### src/rtl/uart_fifo_pkg.sv
// Shared UART FIFO sizing constants and the per-cycle FIFO operation encoding.
// The same defaults size the ALU UART interface and the UART RX/TX FIFO instances.
package uart_fifo_pkg;

  localparam int UART_NB_DATA = 8;
  localparam int UART_NB_ADDR = 4;

  // Per-cycle accepted operation, encoded as {write_accepted, read_accepted}.
  typedef enum logic [1:0] {
    OP_NONE = 2'b00,
    OP_POP  = 2'b01,
    OP_PUSH = 2'b10,
    OP_BOTH = 2'b11
  } fifo_op_e;

endpackage

### src/rtl/uart_fifo_mem.sv
// FIFO storage: NB_DATA x 2**NB_ADDR register array, synchronous write port,
// asynchronous read port. Pointer and occupancy control live in uart_fifo.
module uart_fifo_mem #(
  parameter int NB_DATA = 8,
  parameter int NB_ADDR = 4
) (
  input  logic               i_clk,
  input  logic               i_we,
  input  logic [NB_ADDR-1:0] i_wr_addr,
  input  logic [NB_DATA-1:0] i_wr_data,
  input  logic [NB_ADDR-1:0] i_rd_addr,
  output logic [NB_DATA-1:0] o_rd_data
);

  localparam int DEPTH = 2 ** NB_ADDR;

  logic [NB_DATA-1:0] mem [DEPTH];

  // NOTE: no reset on the array; contents are unobservable until written, and
  // leaving it unreset keeps it mappable to plain flops or distributed RAM.
  always_ff @(posedge i_clk) begin
    if (i_we) mem[i_wr_addr] <= i_wr_data;
  end

  assign o_rd_data = mem[i_rd_addr];

endmodule

### src/rtl/uart_fifo.sv
// First-word-fall-through FIFO used on each direction of the UART link.
// Occupancy is tracked by a count register; flags and error pulses are registered.
module uart_fifo
  import uart_fifo_pkg::*;
#(
  parameter int NB_DATA = UART_NB_DATA,
  parameter int NB_ADDR = UART_NB_ADDR
) (
  input  logic               i_clk,
  input  logic               i_reset_n,
  input  logic               i_write,
  input  logic [NB_DATA-1:0] i_wr_data,
  input  logic               i_read,
  output logic [NB_DATA-1:0] o_rd_data,
  output logic               o_empty,
  output logic               o_full,
  output logic [NB_ADDR:0]   o_count,
  output logic               o_overflow,
  output logic               o_underflow
);

  localparam int             DEPTH      = 2 ** NB_ADDR;
  localparam logic [NB_ADDR:0] COUNT_FULL = (NB_ADDR + 1)'(DEPTH);

  logic [NB_ADDR-1:0] wr_ptr, rd_ptr;
  logic [NB_ADDR:0]   count, count_next;
  logic               empty, full;
  logic               overflow, underflow;
  logic               rd_acc, wr_acc;
  fifo_op_e           op;
  logic [NB_DATA-1:0] mem_rd_data;

  // A pop frees a slot in the same cycle, so a full FIFO can still take a push.
  assign rd_acc = i_read && !empty;
  assign wr_acc = i_write && (!full || rd_acc);
  assign op     = fifo_op_e'({wr_acc, rd_acc});

  // NOTE: default assigned first so every path drives count_next; no latch.
  always_comb begin
    count_next = count;
    case (op)
      OP_PUSH: count_next = count + 1'b1;
      OP_POP:  count_next = count - 1'b1;
      default: count_next = count;
    endcase
  end

  // NOTE: non-blocking assignments so every register samples pre-edge values.
  always_ff @(posedge i_clk) begin
    if (!i_reset_n) begin
      wr_ptr    <= '0;
      rd_ptr    <= '0;
      count     <= '0;
      empty     <= 1'b1;
      full      <= 1'b0;
      overflow  <= 1'b0;
      underflow <= 1'b0;
    end else begin
      if (wr_acc) wr_ptr <= wr_ptr + 1'b1;
      if (rd_acc) rd_ptr <= rd_ptr + 1'b1;
      count     <= count_next;
      empty     <= (count_next == '0);
      full      <= (count_next == COUNT_FULL);
      overflow  <= i_write && full && !rd_acc;
      underflow <= i_read && empty;
    end
  end

  // Writes issued during reset must not disturb storage either.
  uart_fifo_mem #(
    .NB_DATA (NB_DATA),
    .NB_ADDR (NB_ADDR)
  ) u_mem (
    .i_clk     (i_clk),
    .i_we      (wr_acc && i_reset_n),
    .i_wr_addr (wr_ptr),
    .i_wr_data (i_wr_data),
    .i_rd_addr (rd_ptr),
    .o_rd_data (mem_rd_data)
  );

  assign o_rd_data   = empty ? '0 : mem_rd_data;
  assign o_empty     = empty;
  assign o_full      = full;
  assign o_count     = count;
  assign o_overflow  = overflow;
  assign o_underflow = underflow;

endmodule

### config.mk
export PLATFORM = sky130hd
export DESIGN_NAME = uart_fifo
export DESIGN_NICKNAME = d
export VERILOG_FILES = /design/src/rtl/uart_fifo_pkg.sv /design/src/rtl/uart_fifo_mem.sv /design/src/rtl/uart_fifo.sv
export SDC_FILE = /design/constraint.sdc
export NUM_CORES = 1
export LEC_CHECK = 0
export CORE_MARGIN = 8
export CORE_UTILIZATION = 45
export DETAILED_ROUTE_END_ITERATION = 8
export GPL_ROUTABILITY_DRIVEN = 0
export PLACE_DENSITY_LB_ADDON = 0.1
export SYNTH_ARGS = -nofsm -noshare
export SYNTH_HDL_FRONTEND = slang
export SYNTH_SLANG_ARGS = --single-unit
### constraint.sdc
create_clock -name i_clk -period 2.9 [get_ports i_clk]
set_input_delay 0.58 -clock i_clk [delete_from_list [all_inputs] [get_ports i_clk]]
set_output_delay 0.58 -clock i_clk [all_outputs]
set_load 0.03 [all_outputs]
## Yosys cells after proc, flatten, opt, wreduce, memory -nomap -nowiden

Memory sizes are Yosys's and may differ from the RTL's. A register that Yosys moved wholly into a read port is not among the register bits.
Index checks and enable logic that the tools add are counted.

| word-level totals | value |
|---|---|
| memories | 1 |
| output and inout port bits | 17 |
| bits in writable memories | 128 |
| input bits | 12 |
| bits in registers | 17 |

Memories:

| memory | depth | width | read ports | clocked after Yosys merged registers in | write ports | RTL line | source |
|---|---|---|---|---|---|---|---|
| u_mem.mem | 16 | 8 | 1 | 1 | 1 | uart_fifo_mem.sv:17 | `logic [NB_DATA-1:0] mem [DEPTH];` |

| operators by class | value |
|---|---|
| reduce and logical (&&, ||, !) cells | 11 |
| $add $sub $neg | 4 |
| eq/ne operators | 3 |
| muxes and demuxes | 6 |

Operator list:

| cell | number |
|---|---|
| one-hot mux 5 bit (2 select lines) | 1 |
| adder 4 x 1 -> 4 bit (second input constant) | 2 |
| 2-to-1 mux 4 bit | 2 |
| 2-to-1 mux 8 bit | 1 |
| logical AND 1 bit | 6 |
| adder 5 x 1 -> 5 bit (second input constant) | 1 |
| == test 5 bit (second input constant) | 1 |
| logical NOT 5 bit | 1 |
| subtractor 5 x 1 -> 5 bit (second input constant) | 1 |
| logical NOT 1 bit | 3 |
| == test 2 x 1 -> 1 bit (second input constant) | 1 |
| == test 2 bit (second input constant) | 1 |
| 2-to-1 mux 1 bit | 2 |
| logical OR 1 bit | 1 |

## Depth between registers and ports, before layout

| logic depth | value |
|---|---|
| word-level depth | 7 |
| mapped depth | 12 |
| depth with buffers taken out | 11 |

## Cells and area by module

A second synthesis with hierarchy kept.

| second synthesis, totals | value |
|---|---|
| cell total of the unflattened synthesis | 317 |
| area total of the unflattened synthesis | 5863.1 um^2 |

By module, submodules not included:

| module | cells an instance | area an instance (um^2) | sequential area each (um^2) | times used |
|---|---|---|---|---|
| uart_fifo_mem | 221 | 4987.3 | 3843.7 | 1 |
| uart_fifo | 96 | 875.8 | 340.3 | 1 |

## Worst setup path after synthesis

No wires, ideal clock.

| path | value |
|---|---|
| path type | flip-flop to flip-flop |
| start point | register empty, in the netlist o_empty |
| end point | register full, in the netlist o_full |
| data arrival time | 2691 ps |
| setup time | 80 ps |
| required time | 2820 ps |
| period minus slack after synthesis | 2770 ps |
| slack | 130 ps |
| stages on the path, launching flop included | 13 |
| cell sequence | dfxtp_1 > nand2b_1 > nand2_1 > nand2_1 > ha_1 > buf_2 > xor2_1 > ha_1 > a21oi_1 > o221a_2 > nor3_1 > xor2_1 > nor3b_1 |

| between the ends | value |
|---|---|
| longest elaborated chain between the ends | 7 |

Ends and longest elaborated chain:

| what | RTL line | source |
|---|---|---|
| start, declared | uart_fifo.sv:27 | `logic empty, full;` |
| start signal, assigned | uart_fifo.sv:62 | `empty <= (count_next == '0);` |
| logical NOT 1 bit * | uart_fifo.sv:34 | `assign rd_acc = i_read && !empty;` |
| logical AND 1 bit * | uart_fifo.sv:34 |  |
| logical OR 1 bit | uart_fifo.sv:35 | `assign wr_acc = i_write && (!full \|\| rd_acc);` |
| logical AND 1 bit | uart_fifo.sv:35 |  |
| == test 2 x 1 -> 1 bit or == test 2 bit (tied branches) | uart_fifo.sv:41 | `case (op)` |
| one-hot mux 5 bit (2 select lines) * | uart_fifo.sv:41 |  |
| == test 5 bit * | uart_fifo.sv:63 | `full <= (count_next == COUNT_FULL);` |
| end signal, assigned | uart_fifo.sv:63 |  |
| end, declared | uart_fifo.sv:27 |  |

Every way passes the cells marked *; elsewhere a longest branch is shown, timed or not.
A chain may end at the register's enable or synchronous reset.

==> results.ini <==
[outcome]
status=finished, violations left
violations=negative setup slack

[min_path]
hold_path_end=rd_ptr[1]
hp-class=register to register
min_from=rd_ptr[1]
hold-path-cell-count=2

[logic_synthesis]
synth_area_per_cell_um2=18.93
synth_fp_nets=332
synthMuxAreaShare=0.1593
yosys_warnings=0
syn_area_mm2=0.005906
synth_top_family_by_area=multiplexers
yosys.area_share.adder=0.01695
synth_top_flop_cell=edfxtp_1
async_reset_ff_frac=0
synth_enable_flop_cells=128
synth_top_area_cell=edfxtp_1
ys_seq_area_frac=0.7220
ys_types=34
synth_top_cell_area_share=0.6508
synth-seq-cells=149
synth-xor-area-share=0.01483
synth_compound_area_frac=0.01441
netlist_instances=312
synthSimpleGateAreaFrac=0.05805
synth_area_leaders=edfxtp_1 (65%), mux4_2 (15%), dfxtp_1 (7.1%), ha_1 (1.7%), nor2_1 (1.5%)

[place]
hpwlAfterDp_mm=7.768
dp_cells=537
post-place-ws_ns=-0.2090
port_buffers=28

[route]
wl_mm=12.30
ant_nets=0
drtIter0Drc=207
via_per_inst=5.307
firstDrtPassIters=4
wl_per_cell_um=21.58
route.detailed.drc=0
via_count=3025

[cts]
cts-root-buf=clkbuf_16
cts_tree=yes
clk_pin_slew_worst_paths_ns=0.06
clock_latency_ns=0.42
clock_path_buffers=2
hold_buffers=0
htreeDepth=4
numCtsBuffers=17
clock-sinks=149

[sta]
rsz0062_at_grt=yes
tns_ns=-0.03294
hold-worst-slack_ns=0.5050
layout_setup_ws_ns=-0.02568
fin_crit_ns=2.926
slew_headroom=0.6326
finalHoldViolCount=0
maxSlewViolCount=0
fmax_mhz=341.8
worst_pin_slew_ns=0.5494
finalCritPeriodShare=1.009
fin_skew_ns=0.004369
setup_viol_count_final=4

[die]
die_h_um=130.6
core_area_mm2=0.01303
rows=42
boundaryPins=29
die_x_um=130.6
initial_utilization=0.4531
die_area_mm2=0.01705

[cells_and_area]
final_layout_size_suffix_gt1_frac=0.2995
layout_commonest_cell=edfxtp_1
syn_to_final_growth_pct=23.41
fin_cells=570
final_nets=401
final_cell_mix=edfxtp_1 (128), mux4_2 (40), buf_4 (37)
n_antenna_cell=0

[pwr]
power.total_mw=5.778
p_leak_nw=2.436
power_density_mw_per_mm2=792.7
p_int_mw=4.409
pwr-share-comb=0.170
power.share.clock=0.404
p_sw_mw=1.369
ir_drop_uv=412.6
netSwitchingFraction=0.2369
pwr-share-seq=0.426

[critical_path]
start_kind=register
critPathRequiredTime_ns=2.32
crit_fanout=8
end_kind=output pin
ff2ff_path_depth=11
critical_path_class=register to output pin
reg2reg_setup_slack_ns=0.52
r2r-start=o_empty
reg2reg_to=o_full
worstPathArrival_ns=2.35

[grt]
grt_pass1_vias=3229
globalRouteTotalUtil=0.1611
grt_pass1_wl_mm=19.37
grt.overflow.total=0
grt_antenna_before_repair=0
grt_max_degree=33

[flow_run]
maxCapViolations=0

==> how the worst max path moves through the flow <==
stage | end | slack (ns) | cells after the start
detailed placement | o_full | -0.21 | 12
floorplan | o_full | 0.13 | 12
finish | o_rd_data[1] | -0.03 | 5
CTS | o_rd_data[0] | -0.07 | 6
global placement | o_full | -0.14 | 12
global route | o_rd_data[4] | -0.09 | 5
==> cell usage after synthesis (4+ instances only) <==
master and count:
a21oi_1 5, buf_1 5, clkbuf_1 4, dfxtp_1 21
edfxtp_1 128, ha_1 8, inv_1 5, mux2i_1 4
mux4_2 40, nand2_1 13, nand2b_1 4, nor2_1 24
nor2b_1 10, nor3_1 5, xor2_1 7
==> cells by family after synthesis <==
family,after synthesis
and+or+nand+nor,69
buffers and inverters,19
adders and majority gates,8
AOI/OAI and AO/OA,13
muxes,44
xor gates and xnor gates,10
DFF,149
==> metrics by stage <==
step,instance area (µm²),utilization
global route,7288,0.5592
floorplan,5906,-
CTS,7310,0.5609
finish,7288,0.5592
detailed placement,6641,0.5096
global placement,6641,0.5096
==> registers in the layout, summed over array words and instances (netlist names), named ones only <==
signal / count
wr_ptr: 4
rd_ptr: 4
o_underflow: 1
o_count: 5
o_empty: 1
o_full: 1
u_mem.mem: 128
o_overflow: 1
==> worst max-delay path, stage by stage (launching register included) <==
cell     delay [ns]
dfxtp_4        0.41
buf_12         0.16
mux4_2         0.54
mux4_2         0.49
nor2b_1        0.15
buf_4          0.17
==> final cells by class <==
cell class / instances / area [µm²]
clock buffers: 23 / 488.0
well taps: 176 / 220.2
multi-input cells: 144 / 1559
fillers: 1068 / 5744
flip-flops and latches: 149 / 4268
repair buffers: 64 / 585.6
inverters: 5 / 18.77
clock inverters: 9 / 148.9
==> per-layer routing <==
| layer | track usage | share of wire | wire length (µm) | vias to the layer above |
|---|---|---|---|---|
| met5 | 0 | 0 | 0 | - |
| met2 | 0.2473 | 0.48 | 5909 | 65 |
| li1 | - | - | - | 1374 |
| met3 | 0.04018 | 0.042 | 516 | 21 |
| met1 | 0.2133 | 0.46 | 5635 | 1565 |
| met4 | 0.07292 | 0.020 | 240 | 0 |
==> power groups by stage <==
stage	combinational [mW]	sequential [mW]	clock (mW)
2_1_floorplan	0.565	2.55	0
3_3_place_gp	0.982	2.50	0
3_5_place_dp	0.991	2.50	0
4_1_cts	1.03	2.46	2.37
5_1_grt	1.07	2.47	2.46
6_report	0.983	2.46	2.33
==> what timing repair did <==
action                     CTS  global route
resized for setup           50             2
pin swaps                    0             0
cloned                       1             0
setup endpoints to repair    8             8
buffers inserted             1             0
Power figures use the tool's default switching activity.
